==> config.mk <==
export PLATFORM = sky130hd
export DESIGN_NAME = lcd_hd44780_ctrl
export DESIGN_NICKNAME = d
export VERILOG_FILES = /design/src/rtl/lcd_pkg.sv /design/src/rtl/lcd_bus_writer.sv /design/src/rtl/lcd_hd44780_ctrl.sv
export SDC_FILE = /design/constraint.sdc
export NUM_CORES = 1
export LEC_CHECK = 0
export BUFFER_PORTS_ARGS = -buffer_cell sky130_fd_sc_hd__buf_2
export CORE_MARGIN = 2
export CORE_UTILIZATION = 30
export CTS_BUF_LIST = sky130_fd_sc_hd__clkbuf_4 sky130_fd_sc_hd__clkbuf_8 sky130_fd_sc_hd__clkbuf_16
export CTS_CLUSTER_SIZE = 16
export DETAILED_ROUTE_END_ITERATION = 16
export HOLD_SLACK_MARGIN = 0.08
export SLEW_MARGIN = 20
export SYNTH_ARGS = -nofsm -noshare
export SYNTH_HDL_FRONTEND = slang
export SYNTH_SLANG_ARGS = --single-unit
==> constraint.sdc <==
create_clock -name clock_in -period 2.6 [get_ports clock_in]
set_input_delay 0.26 -clock clock_in [delete_from_list [all_inputs] [get_ports clock_in]]
set_output_delay 0.26 -clock clock_in [all_outputs]
set_load 0.005 [all_outputs]
==> src/rtl/lcd_pkg.sv <==
// Shared constants, state types and DDRAM row addressing for the HD44780 controller.
package lcd_pkg;

  localparam logic [7:0] CLEAR     = 8'h01;
  localparam logic [7:0] ENTRY     = 8'h06;
  localparam logic [7:0] DISP_ON   = 8'h0C;
  localparam logic [7:0] FUNC8     = 8'h38;
  localparam logic [7:0] FUNC4     = 8'h28;
  localparam logic [7:0] SET_DDRAM = 8'h80;
  // Wake-up nibbles for 4-bit init, carried in the high half of the byte.
  localparam logic [7:0] WAKE_3    = 8'h30;
  localparam logic [7:0] WAKE_2    = 8'h20;

  typedef enum logic [1:0] {ST_INIT, ST_ROW_ADDR, ST_CHARS, ST_FRAME_END} lcd_state_t;
  typedef enum logic [2:0] {W_IDLE, W_E_HI, W_E_LO, W_SETTLE, W_NIB2} wr_phase_t;

  function automatic logic [7:0] row_base(input logic [1:0] row, input logic [7:0] cols);
    case (row)
      2'd0:    row_base = 8'h00;
      2'd1:    row_base = 8'h40;
      2'd2:    row_base = cols;
      2'd3:    row_base = 8'h40 + cols;
      default: row_base = 8'h00;
    endcase
  endfunction

endpackage

==> src/rtl/lcd_bus_writer.sv <==
// One HD44780 bus transfer (byte, or nibble pair in 4-bit mode) paced by the bus tick.
module lcd_bus_writer
  import lcd_pkg::*;
#(
  parameter int BUS_4BIT     = 0,
  parameter int SETTLE_TICKS = 100,
  parameter int CLEAR_TICKS  = 1000
) (
  input  logic       clock_in,
  input  logic       reset_in,
  input  logic       tick,
  input  logic       start,
  input  logic       nibble_only,
  input  logic       byte_rs,
  input  logic [7:0] byte_data,
  output logic       busy,
  output logic       done,
  output logic [7:0] lcd_data,
  output logic       lcd_e,
  output logic       lcd_rw,
  output logic       lcd_rs
);

  localparam logic [15:0] SETTLE_LAST = 16'(SETTLE_TICKS - 1);
  localparam logic [15:0] CLEAR_LAST  = 16'(CLEAR_TICKS - 1);

  wr_phase_t   phase_r, phase_n;
  logic [15:0] cnt_r, cnt_n, settle_last_s;
  logic [7:0]  byte_r, byte_n, data_r, data_n;
  logic        e_r, e_n, rs_r, rs_n, second_r, second_n, clear_r, clear_n, done_s;

  // Transfer sequencer: tick 0 drive, tick 1 E high, tick 2 E low, then settle.
  always_comb begin
    phase_n  = phase_r;
    cnt_n    = cnt_r;
    byte_n   = byte_r;
    data_n   = data_r;
    e_n      = e_r;
    rs_n     = rs_r;
    second_n = second_r;
    clear_n  = clear_r;
    done_s   = 1'b0;
    // The long clear delay belongs after the final nibble only.
    settle_last_s = (clear_r && !second_r) ? CLEAR_LAST : SETTLE_LAST;
    case (phase_r)
      W_IDLE: begin
        if (start) begin
          byte_n   = byte_data;
          rs_n     = byte_rs;
          data_n   = (BUS_4BIT != 0) ? {byte_data[7:4], 4'h0} : byte_data;
          second_n = (BUS_4BIT != 0) && !nibble_only;
          clear_n  = !byte_rs && (byte_data == CLEAR);
          phase_n  = W_E_HI;
        end else begin
          phase_n = W_IDLE;
        end
      end
      W_E_HI: begin
        if (tick) begin
          e_n     = 1'b1;
          phase_n = W_E_LO;
        end else begin
          phase_n = W_E_HI;
        end
      end
      W_E_LO: begin
        if (tick) begin
          e_n     = 1'b0;
          cnt_n   = 16'd0;
          phase_n = W_SETTLE;
        end else begin
          phase_n = W_E_LO;
        end
      end
      W_SETTLE: begin
        if (tick && (cnt_r == settle_last_s)) begin
          if (second_r) begin
            phase_n = W_NIB2;
          end else begin
            phase_n = W_IDLE;
            done_s  = 1'b1;
          end
        end else if (tick) begin
          cnt_n = cnt_r + 16'd1;
        end else begin
          cnt_n = cnt_r;
        end
      end
      W_NIB2: begin
        if (tick) begin
          data_n   = {byte_r[3:0], 4'h0};
          second_n = 1'b0;
          phase_n  = W_E_HI;
        end else begin
          phase_n = W_NIB2;
        end
      end
      default: phase_n = W_IDLE;
    endcase
  end

  // Transfer state and bus output registers; reset drops E asynchronously.
  always_ff @(posedge clock_in or negedge reset_in) begin
    if (!reset_in) begin
      phase_r  <= W_IDLE;
      cnt_r    <= 16'd0;
      byte_r   <= 8'h00;
      data_r   <= 8'h00;
      e_r      <= 1'b0;
      rs_r     <= 1'b0;
      second_r <= 1'b0;
      clear_r  <= 1'b0;
    end else begin
      phase_r  <= phase_n;
      cnt_r    <= cnt_n;
      byte_r   <= byte_n;
      data_r   <= data_n;
      e_r      <= e_n;
      rs_r     <= rs_n;
      second_r <= second_n;
      clear_r  <= clear_n;
    end
  end

  assign busy     = (phase_r != W_IDLE);
  assign done     = done_s;
  assign lcd_data = data_r;
  assign lcd_e    = e_r;
  assign lcd_rs   = rs_r;
  assign lcd_rw   = 1'b0;

endmodule

==> src/rtl/lcd_hd44780_ctrl.sv <==
// HD44780 character LCD controller: init sequence, then endless refresh of a host-written buffer.
module lcd_hd44780_ctrl
  import lcd_pkg::*;
#(
  parameter int CLK_DIV      = 240,
  parameter int SETTLE_TICKS = 100,
  parameter int CLEAR_TICKS  = 1000,
  parameter int ROWS         = 2,
  parameter int COLS         = 16,
  parameter int BUS_4BIT     = 0,
  localparam int DEPTH       = ROWS * COLS,
  localparam int AW          = $clog2(DEPTH)
) (
  input  logic          clock_in,
  input  logic          reset_in,
  input  logic          wr_en,
  input  logic [AW-1:0] wr_addr,
  input  logic [7:0]    wr_data,
  output logic [7:0]    lcd_data,
  output logic          lcd_e,
  output logic          lcd_rw,
  output logic          lcd_rs,
  output logic          init_done,
  output logic          frame_done
);

  localparam logic [2:0] INIT_LAST = (BUS_4BIT != 0) ? 3'd7 : 3'd4;

  lcd_state_t    state_r, state_n;
  logic [15:0]   div_r;
  logic [2:0]    step_r, step_n;
  logic [1:0]    row_r, row_n;
  logic [4:0]    col_r, col_n;
  logic [AW-1:0] addr_r, addr_n;
  logic [7:0]    buf_r [DEPTH];
  logic [7:0]    tx_data_s;
  logic          tick_s, start_s, tx_rs_s, tx_nib_s, busy_s, done_s;
  logic          init_done_r, frame_done_r;

  function automatic logic [7:0] init_byte(input logic [2:0] step);
    if (BUS_4BIT != 0) begin
      case (step)
        3'd0, 3'd1, 3'd2: init_byte = WAKE_3;
        3'd3:             init_byte = WAKE_2;
        3'd4:             init_byte = FUNC4;
        3'd5:             init_byte = DISP_ON;
        3'd6:             init_byte = ENTRY;
        default:          init_byte = CLEAR;
      endcase
    end else begin
      case (step)
        3'd0, 3'd1: init_byte = FUNC8;
        3'd2:       init_byte = DISP_ON;
        3'd3:       init_byte = ENTRY;
        default:    init_byte = CLEAR;
      endcase
    end
  endfunction

  assign tick_s = (div_r == 16'(CLK_DIV - 1));

  // Bus tick divider.
  always_ff @(posedge clock_in or negedge reset_in) begin
    if (!reset_in) div_r <= 16'd0;
    else if (tick_s) div_r <= 16'd0;
    else div_r <= div_r + 16'd1;
  end

  // Sequencer: picks the next byte and advances when the writer reports completion.
  always_comb begin
    state_n   = state_r;
    step_n    = step_r;
    row_n     = row_r;
    col_n     = col_r;
    addr_n    = addr_r;
    tx_data_s = 8'h00;
    tx_rs_s   = 1'b0;
    tx_nib_s  = 1'b0;
    case (state_r)
      ST_INIT: begin
        tx_data_s = init_byte(step_r);
        tx_nib_s  = (BUS_4BIT != 0) && (step_r < 3'd4);
        if (done_s && (step_r == INIT_LAST)) begin
          step_n  = 3'd0;
          state_n = ST_ROW_ADDR;
        end else if (done_s) begin
          step_n = step_r + 3'd1;
        end else begin
          step_n = step_r;
        end
      end
      ST_ROW_ADDR: begin
        tx_data_s = SET_DDRAM | row_base(row_r, 8'(COLS));
        if (done_s) begin
          col_n   = 5'd0;
          state_n = ST_CHARS;
        end else begin
          state_n = ST_ROW_ADDR;
        end
      end
      ST_CHARS: begin
        tx_data_s = buf_r[addr_r];
        tx_rs_s   = 1'b1;
        if (done_s && (col_r == 5'(COLS - 1))) begin
          addr_n = addr_r + 1'b1;
          col_n  = 5'd0;
          if (row_r == 2'(ROWS - 1)) begin
            state_n = ST_FRAME_END;
          end else begin
            row_n   = row_r + 2'd1;
            state_n = ST_ROW_ADDR;
          end
        end else if (done_s) begin
          addr_n = addr_r + 1'b1;
          col_n  = col_r + 5'd1;
        end else begin
          state_n = ST_CHARS;
        end
      end
      ST_FRAME_END: begin
        row_n   = 2'd0;
        addr_n  = '0;
        state_n = ST_ROW_ADDR;
      end
      default: state_n = ST_INIT;
    endcase
    // A start coincides with a tick, so the byte (and buffer read) is captured at tick 0.
    start_s = tick_s && !busy_s && (state_r != ST_FRAME_END);
  end

  // Sequencer state and status flags.
  always_ff @(posedge clock_in or negedge reset_in) begin
    if (!reset_in) begin
      state_r      <= ST_INIT;
      step_r       <= 3'd0;
      row_r        <= 2'd0;
      col_r        <= 5'd0;
      addr_r       <= '0;
      init_done_r  <= 1'b0;
      frame_done_r <= 1'b0;
    end else begin
      state_r      <= state_n;
      step_r       <= step_n;
      row_r        <= row_n;
      col_r        <= col_n;
      addr_r       <= addr_n;
      init_done_r  <= init_done_r | ((state_r == ST_INIT) && done_s && (step_r == INIT_LAST));
      frame_done_r <= (state_n == ST_FRAME_END);
    end
  end

  // Character buffer; out-of-range writes are dropped.
  always_ff @(posedge clock_in or negedge reset_in) begin
    if (!reset_in) begin
      for (int i = 0; i < DEPTH; i++) buf_r[i] <= 8'h20;
    end else if (wr_en && ({{(32 - AW){1'b0}}, wr_addr} < 32'(DEPTH))) begin
      buf_r[wr_addr] <= wr_data;
    end
  end

  lcd_bus_writer #(
    .BUS_4BIT    (BUS_4BIT),
    .SETTLE_TICKS(SETTLE_TICKS),
    .CLEAR_TICKS (CLEAR_TICKS)
  ) u_writer (
    .clock_in   (clock_in),
    .reset_in   (reset_in),
    .tick       (tick_s),
    .start      (start_s),
    .nibble_only(tx_nib_s),
    .byte_rs    (tx_rs_s),
    .byte_data  (tx_data_s),
    .busy       (busy_s),
    .done       (done_s),
    .lcd_data   (lcd_data),
    .lcd_e      (lcd_e),
    .lcd_rw     (lcd_rw),
    .lcd_rs     (lcd_rs)
  );

  assign init_done  = init_done_r;
  assign frame_done = frame_done_r;

endmodule

==> results of run 1 <==
cells in the final DEF, fill, tap and decap left out, types with 4 or more instances in the layout:
cell	synthesis	final
dfrtp_1	293	291
mux2_2	260	260
nor2_1	67	67
mux4_2	61	61
nand2_1	60	60
buf_4	6	59
clkbuf_16	0	41
dfstp_2	32	32
mux2i_1	31	30
buf_2	15	26
nand3_1	23	23
o21ai_0	20	20
nor3_1	17	17
inv_1	14	14
a21oi_1	12	12
ha_1	12	12
xor2_1	11	11
a21o_1	11	11
xnor2_1	9	9
nor3b_1	10	9
nand4_1	8	8
a22o_1	7	7
clkbuf_8	0	7
clkbuf_4	0	7
buf_12	1	7
o211ai_1	6	6
and3_1	6	6
clkinv_2	0	6
bufinv_16	0	6
and4_1	5	5
o22ai_1	5	5
nand3b_1	5	5
a211oi_1	6	5
o221ai_1	5	5
nor2b_1	5	5
and2_1	4	4
a31oi_1	4	4
metal layers:
layer | vias up | wire length [um]
li1 | 4322 | -
met1 | 5021 | 17200
met2 | 190 | 17100
met3 | 62 | 1980
met4 | 4 | 891
met5 | - | 29
state kept, by name (all words and copies together), names as in the netlist:
signal and count:
buf_r 256, div_r 16, u_writer.cnt_r 16, u_writer.lcd_data 8
addr_r 5, col_r 5, u_writer.byte_r 4, step_r 3
u_writer.phase_r 3, row_r 2, state_r 2, frame_done 1
init_done 1, u_writer.clear_r 1, u_writer.lcd_e 1, u_writer.lcd_rs 1
final timing paths:
path                       cells past startpoint                   end             from  slack, ns
max                                            8  u_writer.lcd_data[1]        addr_r[1]       0.16
min                                            2            buf_r[215]         reset_in       0.29
max reg2reg                                    8  u_writer.lcd_data[1]        addr_r[1]       0.16
min reg2reg                                    2       u_writer.lcd_rs  u_writer.lcd_rs       0.47
max in group asynchronous                      3              div_r[5]         reset_in       1.36
min in group clock_in                          4             buf_r[58]       wr_addr[3]       0.38
layout make-up:
cell class                      count  area share
Tap cell                          680      0.0470
Timing Repair Buffer               94      0.0407
Clock inverter                     15      0.0130
Inverter                           15     0.00311
Multi-Input combinational cell    722       0.380
Clock buffer                       55      0.0648
Antenna cell                        2    0.000276
Sequential cell                   325       0.451
metrics by stage:
stage | power, W | cells | util | worst slack (ns) | area, um^2
3_3_place_gp | 0.00775 | 1835 | 0.326 | 0.0838 | 16700
5_1_grt | 0.0143 | 1906 | 0.355 | 0.00587 | 18100
4_1_cts | 0.0138 | 1906 | 0.354 | 0.0462 | 18100
2_1_floorplan | 0.00732 | 1136 | - | 0.358 | 15400
3_5_place_dp | 0.00785 | 1835 | 0.326 | 0.0707 | 16700
6_report | 0.0137 | 1908 | 0.355 | 0.160 | 18100
cells in the mapped netlist, types with 12 or more instances:
master and instances:
dfrtp_1 293, mux2_2 260, nor2_1 67, mux4_2 61
nand2_1 60, clkbuf_1 46, dfstp_2 32, mux2i_1 31
nand3_1 23, o21ai_0 20, nor3_1 17, buf_2 15
inv_1 14, a21oi_1 12, ha_1 12
worst max-delay path: cells and delay by family (launching register included):
family	cells	cell delay, ns
flops	1	0.57
mux	2	0.59
compound gates	3	0.57
buf+inv	2	0.49
simple gates	1	0.09
power breakdown:
part,switching [W],leakage [nW],internal [W]
Combinational,0.000581,2.99,0.000889
Clock,0.00217,0.705,0.00375
Sequential,0.000371,4.14,0.00590
repair_timing:
action                                  in CTS  in global routing
gates resized for setup                      0                  5
endpoints found under the setup margin       0                 11
hold buffers                                 1                  0
hold endpoints to repair                    60                  0
cell families (layout without fill, tap and decap cells):
family / Yosys count / after routing / share of synthesized area
DFF: 325 / 325 / 0.529
buffers and inverters: 89 / 179 / 0.0273
and+or+nand+nor: 236 / 236 / 0.0773
muxes: 352 / 352 / 0.299
xor gates and xnor gates: 20 / 20 / 0.0113
adders and majority gates: 12 / 12 / 0.00972
AOI/OAI and AO/OA: 101 / 101 / 0.0466
other: 1 / 3 / 0.000243
==> impl_metrics.env, run 1 <==
export IMPL_status="complete, no violations"
export IMPL_synth_top_area_share=0.475
export IMPL_ys_flop_type="dfrtp_1"
export IMPL_drt_iter0_drc=632
export IMPL_insertion_delay_ns=0.56
export IMPL_tns_ns=0
export IMPL_critPathMostFrequentCell="buf_4"
export IMPL_period_needed_ns=2.44
export IMPL_drt_pass1_iterations=5
export IMPL_grt_max_degree=73
export IMPL_post_cts_setup_buffers=0
export IMPL_worstPathMaxFanout=13
export IMPL_grt_pass1_wl_um=59000
export IMPL_cts_sinks=325
export IMPL_cts_max_path_buffers=3
export IMPL_grt_use_met1=0.195
export IMPL_gr_total_overflow=0
export IMPL_dieArea_um2=53300
export IMPL_grt_pass1_vias=10000
export IMPL_irDropWorstVdd_mv=0.374
export IMPL_hold_path_class="in2async"
export IMPL_worst_pin_slew_ns=0.760
export IMPL_synth_fp_nets=1164
export IMPL_root_buffer="clkbuf_16"
export IMPL_drv_slew=0
export IMPL_hold_viol=0
export IMPL_rows=83
export IMPL_via_count=9599
export IMPL_rsz0062_at_grt="no"
export IMPL_period_share=0.939
export IMPL_holdWs_ns=0.290
export IMPL_crit_path_start_kind="register"
export IMPL_drive_above_1_share=0.437
export IMPL_fin_skew_ns=0.0173
export IMPL_viasPerCell=5.03
export IMPL_multiInputGateArea_um2=6880
export IMPL_grt_met2_usage=0.222
export IMPL_die_x_um=231
export IMPL_gp_congestion=0.773
export IMPL_synth_avg_cell_area_um2=13.6
export IMPL_final_setup_viol_count=0
export IMPL_synthTopCellsByArea="dfrtp_1, mux2_2, mux4_2"
export IMPL_layout_nets=1224
export IMPL_cpPeakStageDelay_ns=0.57
export IMPL_path_clk_slew_ns=0.06
export IMPL_slowest_stage="dfrtp_4"
export IMPL_synth_seq_cells=325
export IMPL_cp_required_ns=3.05
export IMPL_wl_um=37200
export IMPL_maxCapViolCount=0
export IMPL_final_fill_count=4929
export IMPL_arrival_ns=2.89
export IMPL_die_h_um=231
export IMPL_area_delta_synth_final_pct=17.3
export IMPL_ys_async_sr_fraction=1.00
export IMPL_netlist_cell_type_count=71
export IMPL_p_leak_nw=7.84
export IMPL_slew_headroom=0.493
export IMPL_grt_antenna_before_repair=4
export IMPL_path_class="reg2reg"
export IMPL_synthCells=1136
export IMPL_synth_edff_count=0
export IMPL_numCtsBuffers=38
export IMPL_fmax_mhz=410
export IMPL_port_buffers=27
export IMPL_boundaryPins=29
export IMPL_htreeDepth=2
export IMPL_ys_warnings_count=0
export IMPL_gr_usage_met3=0.0345
export IMPL_synthesis_area_um2=15400
export IMPL_p_per_area_nw_per_um2=754
export IMPL_cts_tree="built"
export IMPL_start_util=0.302
export IMPL_grt_usage=0.143
export IMPL_seq_area_frac_synth=0.529
export IMPL_grt_busiest_layer="met2"
export IMPL_core_area_um2=51100
export IMPL_ant_nets=0
export IMPL_drc=0
export IMPL_crit_chain="buf_4 -> mux4_2 -> mux2i_2 -> nor2_1 -> a211oi_1 -> buf_4 -> o31ai_1 -> a21o_1"
export IMPL_routedWlPerCell_um=19.5
export IMPL_yosys_area_top_type="dfrtp_1"
export IMPL_endpoint_kind="register"
export IMPL_dpl_hpwl_um=24600
export IMPL_regArea_um2=8180
Note: power is estimated with default switching activity, not from simulation.
==> run 2, diff against run 1 <==
--- a/config.mk
+++ b/config.mk
@@ -5,6 +5,7 @@
 export SDC_FILE = /design/constraint.sdc
 export NUM_CORES = 1
 export LEC_CHECK = 0
+export ABC_AREA = 1
 export BUFFER_PORTS_ARGS = -buffer_cell sky130_fd_sc_hd__buf_2
 export CORE_MARGIN = 2
 export CORE_UTILIZATION = 30
==> impl_metrics.env, run 2 <==
export IMPL_status="complete, no violations"
export IMPL_grt_usage=0.170
export IMPL_root_buffer="clkbuf_16"
export IMPL_boundaryPins=29
export IMPL_grt_max_degree=82
export IMPL_p_switching_w=0.00339
export IMPL_final_cell_mix="nand2_1, o21ai_0, dfrtp_1"
export IMPL_largest_register="buf_r"
export IMPL_via_count=13500
export IMPL_worst_pin_slew_ns=0.709
export IMPL_path_clk_slew_ns=0.07
export IMPL_final_cells=2746
export IMPL_period_share=0.794
export IMPL_dpl_hpwl_um=30000
export IMPL_gp_congestion=0.924
export IMPL_irDropWorstVdd_mv=0.360
export IMPL_die_x_um=233
export IMPL_grt_pass1_wl_um=73000
export IMPL_hold_viol=0
export IMPL_grt_pass1_vias=12800
export IMPL_start_util=0.305
export IMPL_synthesis_area_um2=15700
export IMPL_synth_fp_nets=2052
export IMPL_arrival_ns=2.48
export IMPL_synth_compound_area_frac=0.120
export IMPL_cts_resized=0
export IMPL_cp_required_ns=3.02
export IMPL_seq_area_frac_synth=0.519
export IMPL_period_needed_ns=2.06
export IMPL_port_buffers=27
export IMPL_yosys_top_cells_count="nand2_1, o21ai_0, dfrtp_1, nor2_1, nand3_1"
export IMPL_core_area_um2=51600
export IMPL_p_total_w=0.0129
export IMPL_grt_antenna_before_repair=0
export IMPL_fmax_mhz=484
export IMPL_gr_total_overflow=0
export IMPL_synthTopCellsByArea="dfrtp_1, nand2_1, o21ai_0"
export IMPL_yosys_area_top_type="dfrtp_1"
export IMPL_antenna_cells=0
export IMPL_die_h_um=233
export IMPL_dp_cells=2671
export IMPL_synth_mux_area_frac=0
export IMPL_dp_slack_ns=0.539
export IMPL_synth_seq_cells=325
export IMPL_final_setup_viol_count=0
export IMPL_synth_top_area_share=0.466
export IMPL_power_frac_comb=0.113
export IMPL_ys_flop_type="dfrtp_1"
export IMPL_fin_skew_ns=0.0171
export IMPL_drc=0
export IMPL_synth_most_common_cell="nand2_1"
export IMPL_synth_xor_area_share=0.0122
export IMPL_drt_pass1_iterations=6
export IMPL_dieArea_um2=54300
export IMPL_setup_ws_ns=0.536
export IMPL_largest_reg_flops=256
export IMPL_rsz0062_at_grt="no"
export IMPL_rows=83
export IMPL_slew_headroom=0.523
export IMPL_synth_avg_cell_area_um2=7.78
export IMPL_synth_edff_count=0
export IMPL_ys_async_sr_fraction=1.00
export IMPL_cts_max_path_buffers=3
export IMPL_reg_top3="buf_r x256, div_r x16, u_writer.cnt_r x16"
export IMPL_netlist_cell_type_count=43
export IMPL_insertion_delay_ns=0.54
export IMPL_worstPathMaxFanout=20
export IMPL_drive_above_1_share=0.102
export IMPL_cts_tree="built"
export IMPL_drt_iter0_drc=1441
export IMPL_endpoint_kind="register"
export IMPL_wl_um=45400
export IMPL_p_leak_nw=8.51
export IMPL_routedWlPerCell_um=16.5
export IMPL_maxCapViolCount=0
export IMPL_ys_warnings_count=0
export IMPL_p_per_area_nw_per_um2=713
export IMPL_cts_sinks=325
export IMPL_synth_adder_area_share=0.00954
export IMPL_clkPwrFrac=0.398
export IMPL_area_delta_synth_final_pct=14.5
export IMPL_numCtsBuffers=36
export IMPL_drv_slew=0
export IMPL_layout_commonest_cell="nand2_1"
export IMPL_tns_ns=0
export IMPL_synthSimpleGateAreaFrac=0.273
export IMPL_layout_nets=2066
export IMPL_htreeDepth=2
export IMPL_synthCells=2024
export IMPL_synth_top_family_by_area="simple AND/OR/NAND/NOR gates"
export IMPL_seq_power_share=0.489
export IMPL_switching_share=0.264
export IMPL_viasPerCell=4.93
export IMPL_ant_nets=0
export IMPL_crit_path_start_kind="register"
export IMPL_hold_path_class="in2async"
export IMPL_path_class="reg2reg"
export IMPL_p_int_w=0.00946
[run 2: cell count changes after synthesis, sizes merged, moves of 61 or more]
cell   previous run  this run
inv              14       142
mux2            260         0
mux4             61         0
nand2            61       634
nand3            23       176
nor2             67       192
o21ai            22       308
[run 2: worst paths after layout]
check	startpoint	end	slack, ns	depth (start not counted)
hold / removal	reset_in	u_writer.lcd_data[4]	0.26	2
max in group asynchronous	reset_in	buf_r[253]	1.53	3
hold reg to reg	div_r[0]	div_r[0]	0.45	1
setup / recovery	addr_r[1]	u_writer.byte_r[0]	0.54	11
setup reg to reg	addr_r[1]	u_writer.byte_r[0]	0.54	11
min in group clock_in	wr_addr[1]	buf_r[181]	0.33	5
[run 2: through the flow]
stage	util	instance area [um^2]	hold WS (ns)
3_5_place_dp	0.325	16800	0.224
6_report	0.349	18000	0.260
3_3_place_gp	0.325	16800	0.222
2_1_floorplan	-	15700	-0.0356
5_1_grt	0.349	18000	0.276
4_1_cts	0.349	18000	0.258
[run 2: cell type report]
class | instances | area [um^2]
clock buffers | 54 | 1080
clock inverters | 12 | 98.8
fillers | 5395 | 33600
inverters | 147 | 561
multi-input cells | 1442 | 6530
flip-flops and latches | 325 | 8180
well taps | 680 | 851
repair buffers | 86 | 723
[run 2: cell families (layout without fill, tap and decap cells)]
| group | Yosys count | in the layout |
|---|---|---|
| other cells | 1 | 1 |
| buf+inv | 257 | 299 |
| flops | 325 | 325 |
| fa+ha+maj | 12 | 12 |
| compound gates | 369 | 369 |
| simple gates | 1038 | 1038 |
| xor+xnor | 22 | 22 |
[run 2: timing repair]
| item | CTS | global route |
|---|---|---|
| hold buffers | 9 | 0 |
| buffers inserted | 0 | 0 |
| endpoints found under the hold margin | 56 | 0 |
[run 2: worst max-delay path, cell delays in order, from the launching register on]
cell     delay [ns]
dfrtp_2        0.43
inv_2          0.25
buf_4          0.34
nor2_1         0.09
o21ai_0        0.15
nand3_1        0.22
nand3_1        0.13
nand2_1        0.06
nand3_1        0.09
nand2_1        0.06
nand2_1        0.07
nand2_1        0.06
[run 2: power groups by stage]
stage	combinational, W	clock [W]	sequential, W
finish	0.00145	0.00512	0.00628
global route	0.00171	0.00543	0.00638
CTS	0.00146	0.00523	0.00628
detailed placement	0.00145	0	0.00636
global placement	0.00141	0	0.00634
floorplan	0.000996	0	0.00626
[run 2: layer usage]
metal | wire length [um] | GRT usage | up-vias | share of wire
met5 | 0 | 0 | - | 0
met4 | 1570 | 0.0631 | 0 | 0.035
met3 | 2530 | 0.0277 | 85 | 0.056
met2 | 21200 | 0.273 | 389 | 0.47
met1 | 20100 | 0.231 | 6548 | 0.44
li1 | - | - | 6515 | -
